**src/rtl/delay_timer_pkg.sv**
```systemverilog
// Shared types and constants for the multi-channel delay timer.
//   DEF_CNT_W / DEF_N_CH : default counter width and channel count
//   state_t              : per-channel state (ST_IDLE, ST_RUN)
//   MODE_*               : channel mode encodings sampled with set
package delay_timer_pkg;

  localparam int unsigned DEF_CNT_W = 17;
  localparam int unsigned DEF_N_CH  = 2;

  typedef enum logic {
    ST_IDLE = 1'b0,
    ST_RUN  = 1'b1
  } state_t;

  localparam logic MODE_ONESHOT  = 1'b0;
  localparam logic MODE_PERIODIC = 1'b1;

endpackage

```
**src/rtl/delay_timer_mc_if.sv**
```systemverilog
// Control/status bundle of the multi-channel delay timer.
//   set, abort, periodic [N_CH]  : per-channel strobes and mode (master -> slave)
//   value [N_CH*CNT_W]           : per-channel delay, channel i at [i*CNT_W +: CNT_W]
//   done, busy [N_CH]            : per-channel status (slave -> master)
//   remain [N_CH*CNT_W]          : clocks left per channel, only with DELAY_TIMER_REMAIN_EN
interface delay_timer_mc_if
  import delay_timer_pkg::*;
#(
  parameter int unsigned CNT_W = DEF_CNT_W,
  parameter int unsigned N_CH  = DEF_N_CH
);

  logic [N_CH-1:0]       set;
  logic [N_CH-1:0]       abort;
  logic [N_CH*CNT_W-1:0] value;
  logic [N_CH-1:0]       periodic;
  logic [N_CH-1:0]       done;
  logic [N_CH-1:0]       busy;
`ifdef DELAY_TIMER_REMAIN_EN
  logic [N_CH*CNT_W-1:0] remain;
`endif

  modport master (
    output set,
    output abort,
    output value,
    output periodic,
    input  done,
    input  busy
`ifdef DELAY_TIMER_REMAIN_EN
    ,
    input  remain
`endif
  );

  modport slave (
    input  set,
    input  abort,
    input  value,
    input  periodic,
    output done,
    output busy
`ifdef DELAY_TIMER_REMAIN_EN
    ,
    output remain
`endif
  );

endinterface

```
**src/rtl/delay_timer_ch.sv**
```systemverilog
// One delay-timer channel: latches a delay on set, pulses done after that many clocks,
// optionally auto-reloads. Abort beats set; set beats the terminal count.
//   clk, rst    : clock, asynchronous active-high reset
//   i_set       : start/restart strobe (samples i_value and i_periodic)
//   i_abort     : return to IDLE, suppressing any done this cycle
//   i_value     : delay in clocks (0 is treated as 1)
//   i_periodic  : mode sampled with i_set (MODE_ONESHOT / MODE_PERIODIC)
//   o_done      : registered one-clock terminal-count pulse
//   o_busy      : registered, high while in RUN
//   o_remain    : registered val_q - cnt in RUN, 0 in IDLE (DELAY_TIMER_REMAIN_EN only)
module delay_timer_ch
  import delay_timer_pkg::*;
#(
  parameter int unsigned CNT_W = DEF_CNT_W
) (
  input  logic             clk,
  input  logic             rst,
  input  logic             i_set,
  input  logic             i_abort,
  input  logic [CNT_W-1:0] i_value,
  input  logic             i_periodic,
  output logic             o_done,
  output logic             o_busy
`ifdef DELAY_TIMER_REMAIN_EN
  ,
  output logic [CNT_W-1:0] o_remain
`endif
);

  state_t           r_state;
  state_t           w_state_nxt;
  logic [CNT_W-1:0] r_cnt;
  logic [CNT_W-1:0] w_cnt_nxt;
  logic [CNT_W-1:0] r_val;
  logic [CNT_W-1:0] w_val_nxt;
  logic             r_mode;
  logic             w_mode_nxt;
  logic             r_done;
  logic             w_done_nxt;
  logic             r_busy;
  logic             w_busy_nxt;
  logic             w_term;

  // cnt never passes val_q, so equality is the terminal condition
  assign w_term = (r_cnt == r_val);

  // State register
  always_ff @(posedge clk or posedge rst) begin
    if (rst) begin
      r_state <= ST_IDLE;
    end else begin
      r_state <= w_state_nxt;
    end
  end

  // Next state and datapath; priority is abort > set > terminal count
  always_comb begin
    w_state_nxt = r_state;
    w_cnt_nxt   = r_cnt;
    w_val_nxt   = r_val;
    w_mode_nxt  = r_mode;
    w_done_nxt  = 1'b0;
    if (i_abort) begin
      w_state_nxt = ST_IDLE;
      w_cnt_nxt   = '0;
    end else if (i_set) begin
      w_state_nxt = ST_RUN;
      w_cnt_nxt   = CNT_W'(1);
      w_val_nxt   = (i_value == '0) ? CNT_W'(1) : i_value;
      w_mode_nxt  = i_periodic;
    end else if (r_state == ST_RUN) begin
      if (w_term) begin
        w_done_nxt = 1'b1;
        if (r_mode == MODE_PERIODIC) begin
          w_cnt_nxt = CNT_W'(1);
        end else begin
          w_state_nxt = ST_IDLE;
          w_cnt_nxt   = '0;
        end
      end else begin
        w_cnt_nxt = r_cnt + CNT_W'(1);
      end
    end
    w_busy_nxt = (w_state_nxt == ST_RUN);
  end

  // Datapath and output registers
  always_ff @(posedge clk or posedge rst) begin
    if (rst) begin
      r_cnt  <= '0;
      r_val  <= '0;
      r_mode <= MODE_ONESHOT;
      r_done <= 1'b0;
      r_busy <= 1'b0;
    end else begin
      r_cnt  <= w_cnt_nxt;
      r_val  <= w_val_nxt;
      r_mode <= w_mode_nxt;
      r_done <= w_done_nxt;
      r_busy <= w_busy_nxt;
    end
  end

  assign o_done = r_done;
  assign o_busy = r_busy;

`ifdef DELAY_TIMER_REMAIN_EN
  logic [CNT_W-1:0] r_remain;

  // Computed from next-state values so it tracks the registered cnt exactly
  always_ff @(posedge clk or posedge rst) begin
    if (rst) begin
      r_remain <= '0;
    end else begin
      r_remain <= (w_state_nxt == ST_RUN) ? (w_val_nxt - w_cnt_nxt) : '0;
    end
  end

  assign o_remain = r_remain;
`endif

endmodule

```
**src/rtl/delay_timer_mc.sv**
```systemverilog
// Multi-channel programmable delay timer: N_CH independent delay_timer_ch instances,
// with the top level only slicing the interface buses.
//   clk, rst : clock, asynchronous active-high reset
//   bus      : delay_timer_mc_if slave (set/abort/value/periodic in, done/busy out)
// Optional feature: define DELAY_TIMER_REMAIN_EN to add the per-channel remain output.
module delay_timer_mc
  import delay_timer_pkg::*;
#(
  parameter int unsigned CNT_W = DEF_CNT_W,
  parameter int unsigned N_CH  = DEF_N_CH
) (
  input  logic            clk,
  input  logic            rst,
  delay_timer_mc_if.slave bus
);

  // One channel per bit / CNT_W-wide slice of the buses
  for (genvar gi = 0; gi < N_CH; gi++) begin : g_ch
    delay_timer_ch #(
      .CNT_W (CNT_W)
    ) u_ch (
      .clk        (clk),
      .rst        (rst),
      .i_set      (bus.set[gi]),
      .i_abort    (bus.abort[gi]),
      .i_value    (bus.value[gi*CNT_W +: CNT_W]),
      .i_periodic (bus.periodic[gi]),
      .o_done     (bus.done[gi]),
      .o_busy     (bus.busy[gi])
`ifdef DELAY_TIMER_REMAIN_EN
      ,
      .o_remain   (bus.remain[gi*CNT_W +: CNT_W])
`endif
    );
  end

endmodule

```
**src/flat_wrapper.sv**
```systemverilog
// flat-port wrapper written by rule: the top's interface ports become plain ports
module delay_timer_mc_flat import delay_timer_pkg::*;
#(
  parameter int unsigned CNT_W = DEF_CNT_W,
  parameter int unsigned N_CH  = DEF_N_CH
)
  (clk, rst, bus_set, bus_abort, bus_value, bus_periodic, bus_done, bus_busy);
  delay_timer_mc_if #(.CNT_W(CNT_W), .N_CH(N_CH)) bus_i ();
  input  logic clk;
  input  logic rst;
  input wire logic [$bits(bus_i.set)-1:0] bus_set;
  input wire logic [$bits(bus_i.abort)-1:0] bus_abort;
  input wire logic [$bits(bus_i.value)-1:0] bus_value;
  input wire logic [$bits(bus_i.periodic)-1:0] bus_periodic;
  output wire logic [$bits(bus_i.done)-1:0] bus_done;
  output wire logic [$bits(bus_i.busy)-1:0] bus_busy;
  assign bus_i.set = bus_set;
  assign bus_i.abort = bus_abort;
  assign bus_i.value = bus_value;
  assign bus_i.periodic = bus_periodic;
  assign bus_done = bus_i.done;
  assign bus_busy = bus_i.busy;
  delay_timer_mc #(.CNT_W(CNT_W), .N_CH(N_CH)) u_core (.clk(clk), .rst(rst), .bus(bus_i));
endmodule
```
**config.mk**
```make
export PLATFORM = sky130hd
export DESIGN_NAME = delay_timer_mc_flat
export DESIGN_NICKNAME = d
export VERILOG_FILES = /design/src/rtl/delay_timer_pkg.sv /design/src/rtl/delay_timer_mc_if.sv /design/src/rtl/delay_timer_ch.sv /design/src/rtl/delay_timer_mc.sv /design/src/flat_wrapper.sv
export SDC_FILE = /design/constraint.sdc
export NUM_CORES = 1
export LEC_CHECK = 0
export CAP_MARGIN = 25
export CELL_PAD_IN_SITES_DETAIL_PLACEMENT = 1
export CELL_PAD_IN_SITES_GLOBAL_PLACEMENT = 1
export CORE_ASPECT_RATIO = 0.9
export CORE_MARGIN = 2
export CORE_UTILIZATION = 30
export CTS_BUF_LIST = sky130_fd_sc_hd__clkbuf_8
export DETAILED_ROUTE_END_ITERATION = 10
export PLACE_DENSITY = 0.7
export REMOVE_ABC_BUFFERS = 1
export SETUP_SLACK_MARGIN = 0.1
export SYNTH_ARGS = -nofsm -noshare
export SYNTH_HDL_FRONTEND = slang
export SYNTH_SLANG_ARGS = --single-unit
```
**constraint.sdc**
```tcl
create_clock -name clk -period 7.56 [get_ports clk]
set_clock_uncertainty 0.05 [all_clocks]
set_input_delay 1.89 -clock clk [delete_from_list [all_inputs] [get_ports clk]]
set_output_delay 1.89 -clock clk [all_outputs]
set_load 0.005 [all_outputs]
```
-- Yosys cells after proc, flatten, opt, wreduce, memory -nomap -nowiden
Index checks and enable logic that the tools add are counted.
- register bits: 74
- latch bits: 0
- memory bits (writable): 0
- bits in read-only memories: 0
- input bits: 42
- logic and storage cells: 52
- memories: 0
- add/sub/neg operators: 2
- multiply operators: 0
- divide/modulo/power cells: 0
- magnitude comparators: 0
- equality and inequality tests: 2
- shift-type cells: 0
- muxes and demuxes: 30
- bitwise logic cells: 2
- reductions and logical operators: 6
- operators with widths (operator ; number):
    17-bit two-way mux ; 10
    17-bit by 1-bit adder with 17-bit output, second input constant ; 2
    17-bit == test ; 2
    17-bit logical NOT ; 2
    1-bit two-way mux ; 20
    3-bit nonzero test ; 2
    2-bit AND reduction ; 2
    1-bit NOT ; 2

-- Depth between registers and ports, before layout
Gate-level depths: netlist of the first run.
- word-level depth: 5
- depth in mapped cells: 8

-- Modules after synthesis
From an unflattened synthesis of the first run, not the netlist that was laid out.
- cells, all modules: 404
- area total of the unflattened synthesis: 4206.5 um^2
- by module, submodules not included (module ; instances ; cells an instance ; area each (um^2) ; sequential area each (um^2)):
    delay_timer_ch ; 2 ; 202 ; 2103.3 ; 925.9

-- Worst setup path before layout of the first run
No wires, ideal clock.
- kind: input -> register
- start: input port bus_set[0]
- end: register u_core.g_ch[0].u_ch.r_mode
- library setup time: 0.125 ns
- arrival time: 3.021 ns
- data required time: 7.385 ns
- slack: 4.364 ns
- stages on the path: 4
- buffers on the path: 1
- cell sequence: inv_1 nor2_1 buf_2 mux2_2
- word-level cells in the longest chain between the ends: 1
- ends and longest elaborated chain (item ; RTL line ; source):
    start: declaration ; flat_wrapper.sv:11 ; input wire logic [$bits(bus_i.set)-1:0] bus_set;
    2-bit AND reduction (no source line) ; -- ;
    end signal: assignment ; delay_timer_ch.sv:98 ; r_mode <= w_mode_nxt;
    end: declaration ; delay_timer_ch.sv:36 ; logic r_mode;
No other way between the ends.
A chain may end at the register's enable or synchronous reset.

-- Final worst setup path of the first run
- start: input port bus_set[1]
- end: register u_core.g_ch[1].u_ch.r_cnt[3]
- word-level cells in the longest chain between the ends: 2
- ends and longest elaborated chain (item ; RTL line ; source):
    17-bit two-way mux ; delay_timer_ch.sv:66 ; end else if (i_set) begin
    17-bit two-way mux ; delay_timer_ch.sv:63 ; if (i_abort) begin
    end signal: assignment ; delay_timer_ch.sv:96 ; r_cnt <= w_cnt_nxt;
    end: declaration ; delay_timer_ch.sv:32 ; logic [CNT_W-1:0] r_cnt;
Parallel ways exist; a longest one is shown, timed or not.

==> results of run 1 <==
sequential cells by signal, indices dropped and copies added, names as in the netlist:
register,count
u_core.g_ch.u_ch.o_busy,2
u_core.g_ch.u_ch.o_done,2
u_core.g_ch.u_ch.r_cnt,34
u_core.g_ch.u_ch.r_mode,2
u_core.g_ch.u_ch.r_val,34
power by group:
part | leakage (uW) | internal (uW) | switching, uW
Combinational | 0.000818 | 70.3 | 50.1
Sequential | 0.000946 | 426 | 26.5
Clock | 0.0000897 | 129 | 142
Total | 0.00185 | 626 | 218
layout make-up:
cell class / count / area (um^2)
Multi-Input combinational cell: 271 / 1908
Fill cell: 1429 / 7969
Tap cell: 164 / 205.2
Clock buffer: 11 / 151.4
Inverter: 6 / 22.52
Sequential cell: 74 / 1852
Timing Repair Buffer: 51 / 523.0
Clock inverter: 2 / 7.507
kinds of logic after synthesis:
family	after synthesis	synth area share, %
flip-flops	74	47.76
adder cells (fa/ha/maj)	2	0.6453
AND/OR/NAND/NOR	143	19.68
multiplexers	36	10.39
XOR/XNOR	40	9.035
buffers and inverters	23	3.033
AO/OA/AOI/OAI	50	9.455
Yosys cell counts (2+ instances only):
cell type and number:
nor3_2 2, clkbuf_1 5, or2_2 3, buf_4 4, o31ai_1 3, a211oi_1 2
and2_1 3, a21o_1 4, dfrtp_1 74, or3_1 2, buf_2 7, nand3_1 17
mux2_2 34, nand4_1 17, xor2_1 7, o311ai_0 6, o21ai_0 8, nor2_1 26
and4_1 4, nand3b_1 2, xnor2_1 33, nor4_1 12, a41oi_1 2, mux2i_1 2
inv_1 6, nor3_1 6, and3_1 13, nand2_1 31, a21oi_1 7, a22o_1 5
ha_1 2, a22oi_1 2, a221o_1 4
routing by layer:
metal / share of wire (%) / track usage (%)
met5: 0 / 0
met4: 1.9 / 5.985
met3: 4.0 / 2.664
met2: 46 / 22.38
met1: 48 / 23.58
stage by stage:
step | cell area, um^2 | setup slack, ns | util (%) | hold slack [ns] | instances
4_1_cts | 4627 | 3.840 | 36.61 | 0.4866 | 577
3_3_place_gp | 4468 | 3.546 | 35.35 | 0.4654 | 564
3_5_place_dp | 4468 | 3.433 | 35.35 | 0.4708 | 564
6_report | 4669 | 3.824 | 36.95 | 0.4838 | 579
2_1_floorplan | 3782 | 3.738 | - | 0.4511 | 351
5_1_grt | 4669 | 3.642 | 36.95 | 0.5003 | 579
worst register-to-register path: cells and delay by family (launching register included):
family           cells  cell delay, ns
AND/OR/NAND/NOR      4            1.27
XOR/XNOR             1            0.22
flip-flops           1            0.51
AO/OA/AOI/OAI        1            0.19
worst paths after layout:
kind	end	slack, ns
worst max register to register	u_core.g_ch[1].u_ch.r_cnt[3]	5.19
max in group asynchronous	u_core.g_ch[0].u_ch.r_val[3]	5.13
worst max-delay path	u_core.g_ch[1].u_ch.r_cnt[3]	3.82
min in group asynchronous	u_core.g_ch[0].u_ch.r_cnt[15]	1.77
worst min-delay path	u_core.g_ch[0].u_ch.r_val[12]	0.48
worst min register to register	u_core.g_ch[0].u_ch.r_val[12]	0.48
==> flow_summary.yaml, run 1 <==
worst_hold_path:
  hold_path_class: "register to register"
  holdPathStages: 1
  min-delay-start: "u_core.g_ch[0].u_ch.r_val[12]"
grt:
  grt_overflow_total: 0
  grt_usage_pct: 15.70
  grt_pass1_vias: 3245
  antenna_found_initial: 0
  grt_max_degree: 75
  grt_pass1_wl_mm: 16.87
outcome:
  outcome: "finished, final reports clean"
die:
  core_area_um2: 12640
  ios: 46
  dieWidth_um: 123.8
  initial_core_util_pct: 30.68
  num_rows: 39
  die-area_um2: 13850
  die_h_um: 111.9
detailed_routing:
  ant_nets: 0
  vias: 3105
  wl_per_cell_um: 17.14
  first_iter_violations: 157
  viasPerCell: 5.363
  wirelength_mm: 9.924
  drt-pass1-iter-count: 4
  drc: 0
synthesis:
  ys.flop_type: "dfrtp_1"
  async_flop_share_pct: 100.0
  synth.top_cell.area_share_pct: 47.76
  yosysSeqAreaShare_pct: 47.76
  synthTopCellsByArea: "dfrtp_1 (48%), mux2_2 (9.9%), xnor2_1 (7.5%), nand2_1 (3.0%), nand4_1 (2.7%)"
  ys_ff_latch: 74
  yosysUniqueCellTypes: 46
  netlist_area_um2: 3877
  synth_top_cell_by_area: "dfrtp_1"
  synth.avg_cell_area_um2: 10.54
  netlist_instances: 368
  yosys_warnings: 0
  synth_edf_count: 0
critical_path:
  crit_chain: "clkdlybuf4s50_1 -> nor2_1 -> nand3_2 -> o311ai_0"
  r2r_start: "u_core.g_ch[1].u_ch.r_cnt[6]"
  crit_family: "simple AND/OR/NAND/NOR gates"
  worstPathRequired_ns: 7.74
  worstPathArrival_ns: 3.92
  slowest_delay_ns: 0.69
  crit_fanout: 13
  crit_path_start: "bus_set[1]"
  cp-end-kind: "register"
  critical_path_class: "input port to register"
  cpMaxStageDelayCell: "nor2_1"
  start_kind: "input port"
  cp.depth: 4
  critical_path_buf_inv_count: 1
  r2r_cells: 6
finish:
  mostFrequentLayoutCell: "dfrtp_1"
  drive_gt1_share_pct: 14.70
  nets: 457
  antenna_cells: 0
  syn_to_final_growth_pct: 20.43
  final_cell_mix: "dfrtp_1 (74), clkdlybuf4s50_1 (45), mux2_2 (34)"
sta:
  tns_ns: 0
  clock.fmax_ghz: 0.2677
  slew_viol_final: 0
  grt_setup_unrepaired: "false"
  min_period_ns: 3.736
  final_hold_viol_count: 0
  post-route-period-util_pct: 49.42
  slew_headroom_pct: 42.55
  setup_viol: 0
  tightest_slew_ns: 0.8586
power_and_ir_drop:
  finalPower_uw: 844.4
  p_leak_uw: 0.001853
  p_per_area_nw_per_um2: 180.8
  peakVddDrop_uv: 70.67
clock_network:
  tritoncts: "done"
  path_clk_slew_ns: 0.07
  cts_root_buf: "clkbuf_8"
  cts.hold.buffers_added: 0
  cts_resized: 0
  numCtsBuffers: 9
  post_cts_buffers: 0
  cts.sinks: 74
  clk_latency_ns: 0.36
  htreeDepth: 3
  clockBufferDepth: 2
place:
  port_buffers: 45
  dp.final_hpwl_mm: 7.130
  gp_congestion: 0.7976
run:
  cap_violations: 0
(Power assumes the default switching activity.)
==> run 2: changes to the inputs <==
- clock period: 7.56 -> 3.9 ns (I/O delays scaled with it)
==> flow_summary.yaml, run 2 (synthesis gave the netlist of run 1 again) <==
outcome:
  outcome: "finished, final reports clean"
sta:
  slew_headroom_pct: 63.72
  clock.fmax_ghz: 0.3742
  post-route-period-util_pct: 68.53
  whs_ns: 0.4791
  min_period_ns: 2.673
  setup_slack_ns: 1.227
  grt_setup_unrepaired: "false"
  final_hold_viol_count: 0
  tns_ns: 0
  setup_viol: 0
  tightest_slew_ns: 0.5393
  slew_viol_final: 0
die:
  dieWidth_um: 123.8
  core_area_um2: 12640
  die_h_um: 111.9
  ios: 46
  initial_core_util_pct: 30.68
  num_rows: 39
  die-area_um2: 13850
power_and_ir_drop:
  p_leak_uw: 0.001869
  peakVddDrop_uv: 189.7
  p_per_area_nw_per_um2: 352.1
grt:
  grt_pass1_wl_mm: 16.83
  grt_usage_pct: 15.48
  grt_pass1_vias: 3249
  grt_max_degree: 75
  antenna_found_initial: 0
  grt_overflow_total: 0
finish:
  reg_top3: "u_core.g_ch.u_ch.r_cnt (34), u_core.g_ch.u_ch.r_val (34)"
  multi_input_area_um2: 1908
  final_cell_mix: "dfrtp_1 (74), clkdlybuf4s50_1 (45), mux2_2 (34)"
  antenna_cells: 0
  fin_util_pct: 36.99
  drive_gt1_share_pct: 15.48
  final_cell_area_um2: 4674
  mostFrequentLayoutCell: "dfrtp_1"
  seqCellArea_um2: 1852
  fillers: 1409
  nets: 459
  syn_to_final_growth_pct: 20.55
critical_path:
  crit_chain: "clkdlybuf4s50_1 -> or2_2 -> nor2_1 -> buf_4 -> nor3b_1 -> nand4_1 -> xor2_1 -> nor2_1"
  crit_top_cell: "nor2_1"
  r2r_start: "u_core.g_ch[0].u_ch.r_cnt[0]"
  critical_path_class: "input port to register"
  crit_path_start: "bus_set[1]"
  start_kind: "input port"
  crit_fanout: 11
  worstPathArrival_ns: 2.86
  cpMaxStageDelayCell: "clkdlybuf4s50_1"
  worstPathRequired_ns: 4.08
  cp-end-kind: "register"
  slowest_delay_ns: 0.57
  crit_family: "simple AND/OR/NAND/NOR gates"
  critical_path_buf_inv_count: 2
clock_network:
  cts.hold.buffers_added: 0
  cts_root_buf: "clkbuf_8"
  path_clk_slew_ns: 0.08
  post_cts_buffers: 0
  cts_resized: 0
  numCtsBuffers: 9
  tritoncts: "done"
  clockBufferDepth: 2
  htreeDepth: 3
  clk_latency_ns: 0.36
  cts.sinks: 74
detailed_routing:
  ant_nets: 0
  wl_per_cell_um: 17.12
  wirelength_mm: 9.999
  viasPerCell: 5.265
  first_iter_violations: 92
  vias: 3075
  drt-pass1-iter-count: 6
  drc: 0
place:
  gp_congestion: 0.8099
  place_ws_ns: 0.8917
  dpl_cell_area_um2: 4511
  dp.final_hpwl_mm: 7.231
  port_buffers: 45
worst_hold_path:
  hold_path_class: "register to register"
  min-delay-start: "u_core.g_ch[1].u_ch.r_val[12]"
run:
  cap_violations: 0
-- run 2: cell types whose count changed in the layout (fill, tap and decap cells not counted) --
cell / change
inv_1: +1
buf_8: -1
buf_16: -1
buf_12: +1
buf_4: +3
clkbuf_8: -1
clkinv_2: +3
-- run 2: routing by layer --
layer / vias to the layer above / share of wire [%] / global-route usage [%]
li1: 1443 / - / -
met1: 1576 / 50 / 22.45
met2: 48 / 46 / 23.63
met3: 8 / 3.2 / 2.561
met4: 0 / 1.1 / 4.621
met5: - / 0 / 0
-- run 2: cell type report --
| type | instances | share of cell area (%) |
|---|---|---|
| flip-flops and latches | 74 | 39.61 |
| well taps | 164 | 4.390 |
| clock inverters | 6 | 0.5621 |
| repair buffers | 53 | 11.19 |
| inverters | 6 | 0.4818 |
| multi-input cells | 271 | 40.82 |
| clock buffers | 10 | 2.944 |
-- run 2: final timing paths --
| path | to | slack, ns | cells past startpoint |
|---|---|---|---|
| max in group asynchronous | u_core.g_ch[1].u_ch.r_val[5] | 2.49 | 3 |
| worst min register to register | u_core.g_ch[1].u_ch.r_val[12] | 0.48 | 1 |
| worst max-delay path | u_core.g_ch[1].u_ch.r_cnt[9] | 1.23 | 8 |
| worst min-delay path | u_core.g_ch[1].u_ch.r_val[12] | 0.48 | 1 |
| min in group asynchronous | u_core.g_ch[1].u_ch.r_cnt[4] | 1.00 | 3 |
| worst max register to register | u_core.g_ch[0].u_ch.r_cnt[14] | 1.49 | 7 |
-- run 2: report_power, final --
part / total (uW) / switching [uW] / internal [uW]
Sequential: 881 / 55.0 / 826
Clock: 533 / 294 / 239
Combinational: 232 / 96.1 / 136
-- run 2: through the flow --
| stage | instances | total power, uW |
|---|---|---|
| floorplan | 351 | 1022 |
| global placement | 568 | 1119 |
| detailed placement | 568 | 1131 |
| CTS | 584 | 1660 |
| global route | 584 | 1723 |
| finish | 584 | 1646 |
==> run 3: changes to the inputs <==
- clock period: 3.9 -> 2.65 ns (I/O delays scaled with it)
==> flow_summary.yaml, run 3 (synthesis gave the netlist of run 1 again) <==
critical_path:
  slowest_delay_ns: 0.44
  crit_family: "simple AND/OR/NAND/NOR gates"
  worstPathArrival_ns: 2.45
  crit_chain: "ha_1 -> and3_1 -> nand3_1 -> nor3_1 -> nand4_1 -> and3_1 -> a221o_1"
  worstPathRequired_ns: 2.83
  critical_path_class: "register to register"
  cpMaxStageDelayCell: "dfrtp_1"
  start_kind: "register"
  cp-end-kind: "register"
  crit_top_cell: "and3_1"
  crit_fanout: 5
  critical_path_buf_inv_count: 0
finish:
  mostFrequentLayoutCell: "dfrtp_1"
  syn_to_final_growth_pct: 21.14
  nets: 462
  reg_top3: "u_core.g_ch.u_ch.r_cnt (34), u_core.g_ch.u_ch.r_val (34)"
  final_cell_mix: "dfrtp_1 (74), clkdlybuf4s50_1 (45), mux2_2 (34)"
  antenna_cells: 0
  finalNonFillerCells: 587
  drive_gt1_share_pct: 16.08
power_and_ir_drop:
  p_leak_uw: 0.001883
  finalPower_uw: 2404
  peakVddDrop_uv: 219.0
  p_per_area_nw_per_um2: 511.8
sta:
  slew_headroom_pct: 61.59
  setup_slack_ns: 0.3744
  grt_setup_unrepaired: "false"
  post-route-period-util_pct: 85.87
  tns_ns: 0
  final_hold_viol_count: 0
  clock.fmax_ghz: 0.4394
  setup_viol: 0
  slew_viol_final: 0
  min_period_ns: 2.276
  whs_ns: 0.4814
  tightest_slew_ns: 0.5708
detailed_routing:
  viasPerCell: 5.228
  drc: 0
  wl_per_cell_um: 16.95
  first_iter_violations: 142
  ant_nets: 0
  drt-pass1-iter-count: 4
  vias: 3069
  wirelength_mm: 9.947
place:
  gp_congestion: 0.7793
  dp.final_hpwl_mm: 7.372
  placedCellCount: 571
  port_buffers: 45
  place_ws_ns: 0.1410
clock_network:
  clockBufferDepth: 2
  cts.sinks: 74
  numCtsBuffers: 9
  post_cts_buffers: 0
  cts.hold.buffers_added: 0
  path_clk_slew_ns: 0.07
  htreeDepth: 3
  tritoncts: "done"
  clk_latency_ns: 0.35
  cts_root_buf: "clkbuf_8"
  cts_resized: 0
grt:
  grt_usage_pct: 15.56
  grt_pass1_wl_mm: 16.81
  grt_max_degree: 75
  grt_overflow_total: 0
  grt_pass1_vias: 3153
  antenna_found_initial: 0
die:
  die_h_um: 111.9
  initial_core_util_pct: 30.68
  ios: 46
  num_rows: 39
  die-area_um2: 13850
  core_area_um2: 12640
  dieWidth_um: 123.8
run:
  cap_violations: 0
outcome:
  outcome: "finished, final reports clean"
worst_hold_path:
  hold_path_class: "register to register"
## run 3: cell count changes in the layout (fill, tap and decap cells not counted), sizes merged
cell	delta
buf	+3
## run 3: metrics by stage
step           util, %  cell area [um^2]
2_1_floorplan        -              3782
3_3_place_gp     35.87              4533
3_5_place_dp     35.87              4533
4_1_cts          37.16              4697
5_1_grt          37.16              4697
6_report         37.16              4697
## run 3: area by class of cell
class                      count  area [um^2]
timing repair buffer          56        545.5
clock inverter                 6        26.28
sequential                    74         1852
clock buffer                  10        137.6
tap                          164        205.2
multi-input combinational    271         1908
inverter                       6        22.52
fill                        1404         7941
## run 3: final timing paths
kind,to,depth (start not counted),start,slack (ns)
setup / recovery,u_core.g_ch[0].u_ch.r_cnt[14],7,u_core.g_ch[0].u_ch.r_cnt[1],0.37
hold / removal,u_core.g_ch[1].u_ch.r_val[9],1,u_core.g_ch[1].u_ch.r_val[9],0.48
setup reg to reg,u_core.g_ch[0].u_ch.r_cnt[14],7,u_core.g_ch[0].u_ch.r_cnt[1],0.37
hold reg to reg,u_core.g_ch[1].u_ch.r_val[9],1,u_core.g_ch[1].u_ch.r_val[9],0.48
max in group asynchronous,u_core.g_ch[1].u_ch.r_mode,3,rst,1.53
min in group asynchronous,u_core.g_ch[0].u_ch.r_cnt[10],3,rst,0.68
## run 3: where the power goes
group	internal [uW]	switching [uW]	leakage, uW
combinational	202	145	0.000838
sequential	1220	75.6	0.000946
clock	351	414	0.0000996
total	1770	635	0.00188
## run 3: metal layers
metal / track usage (%) / vias up / share of wire (%) / routed length [um]
met5: 0 / - / 0 / 0
met4: 5.909 / 0 / 1.6 / 155
met3: 1.588 / 10 / 3.4 / 335
met2: 23.41 / 54 / 46 / 4605
met1: 22.95 / 1557 / 49 / 4851
li1: - / 1448 / - / -
## run 3: worst register-to-register path, stage by stage (launching register included)
cell and delay (ns):
dfrtp_1 0.44, ha_1 0.26, and3_1 0.23, nand3_1 0.12, nor3_1 0.43, nand4_1 0.18
and3_1 0.21, a221o_1 0.25
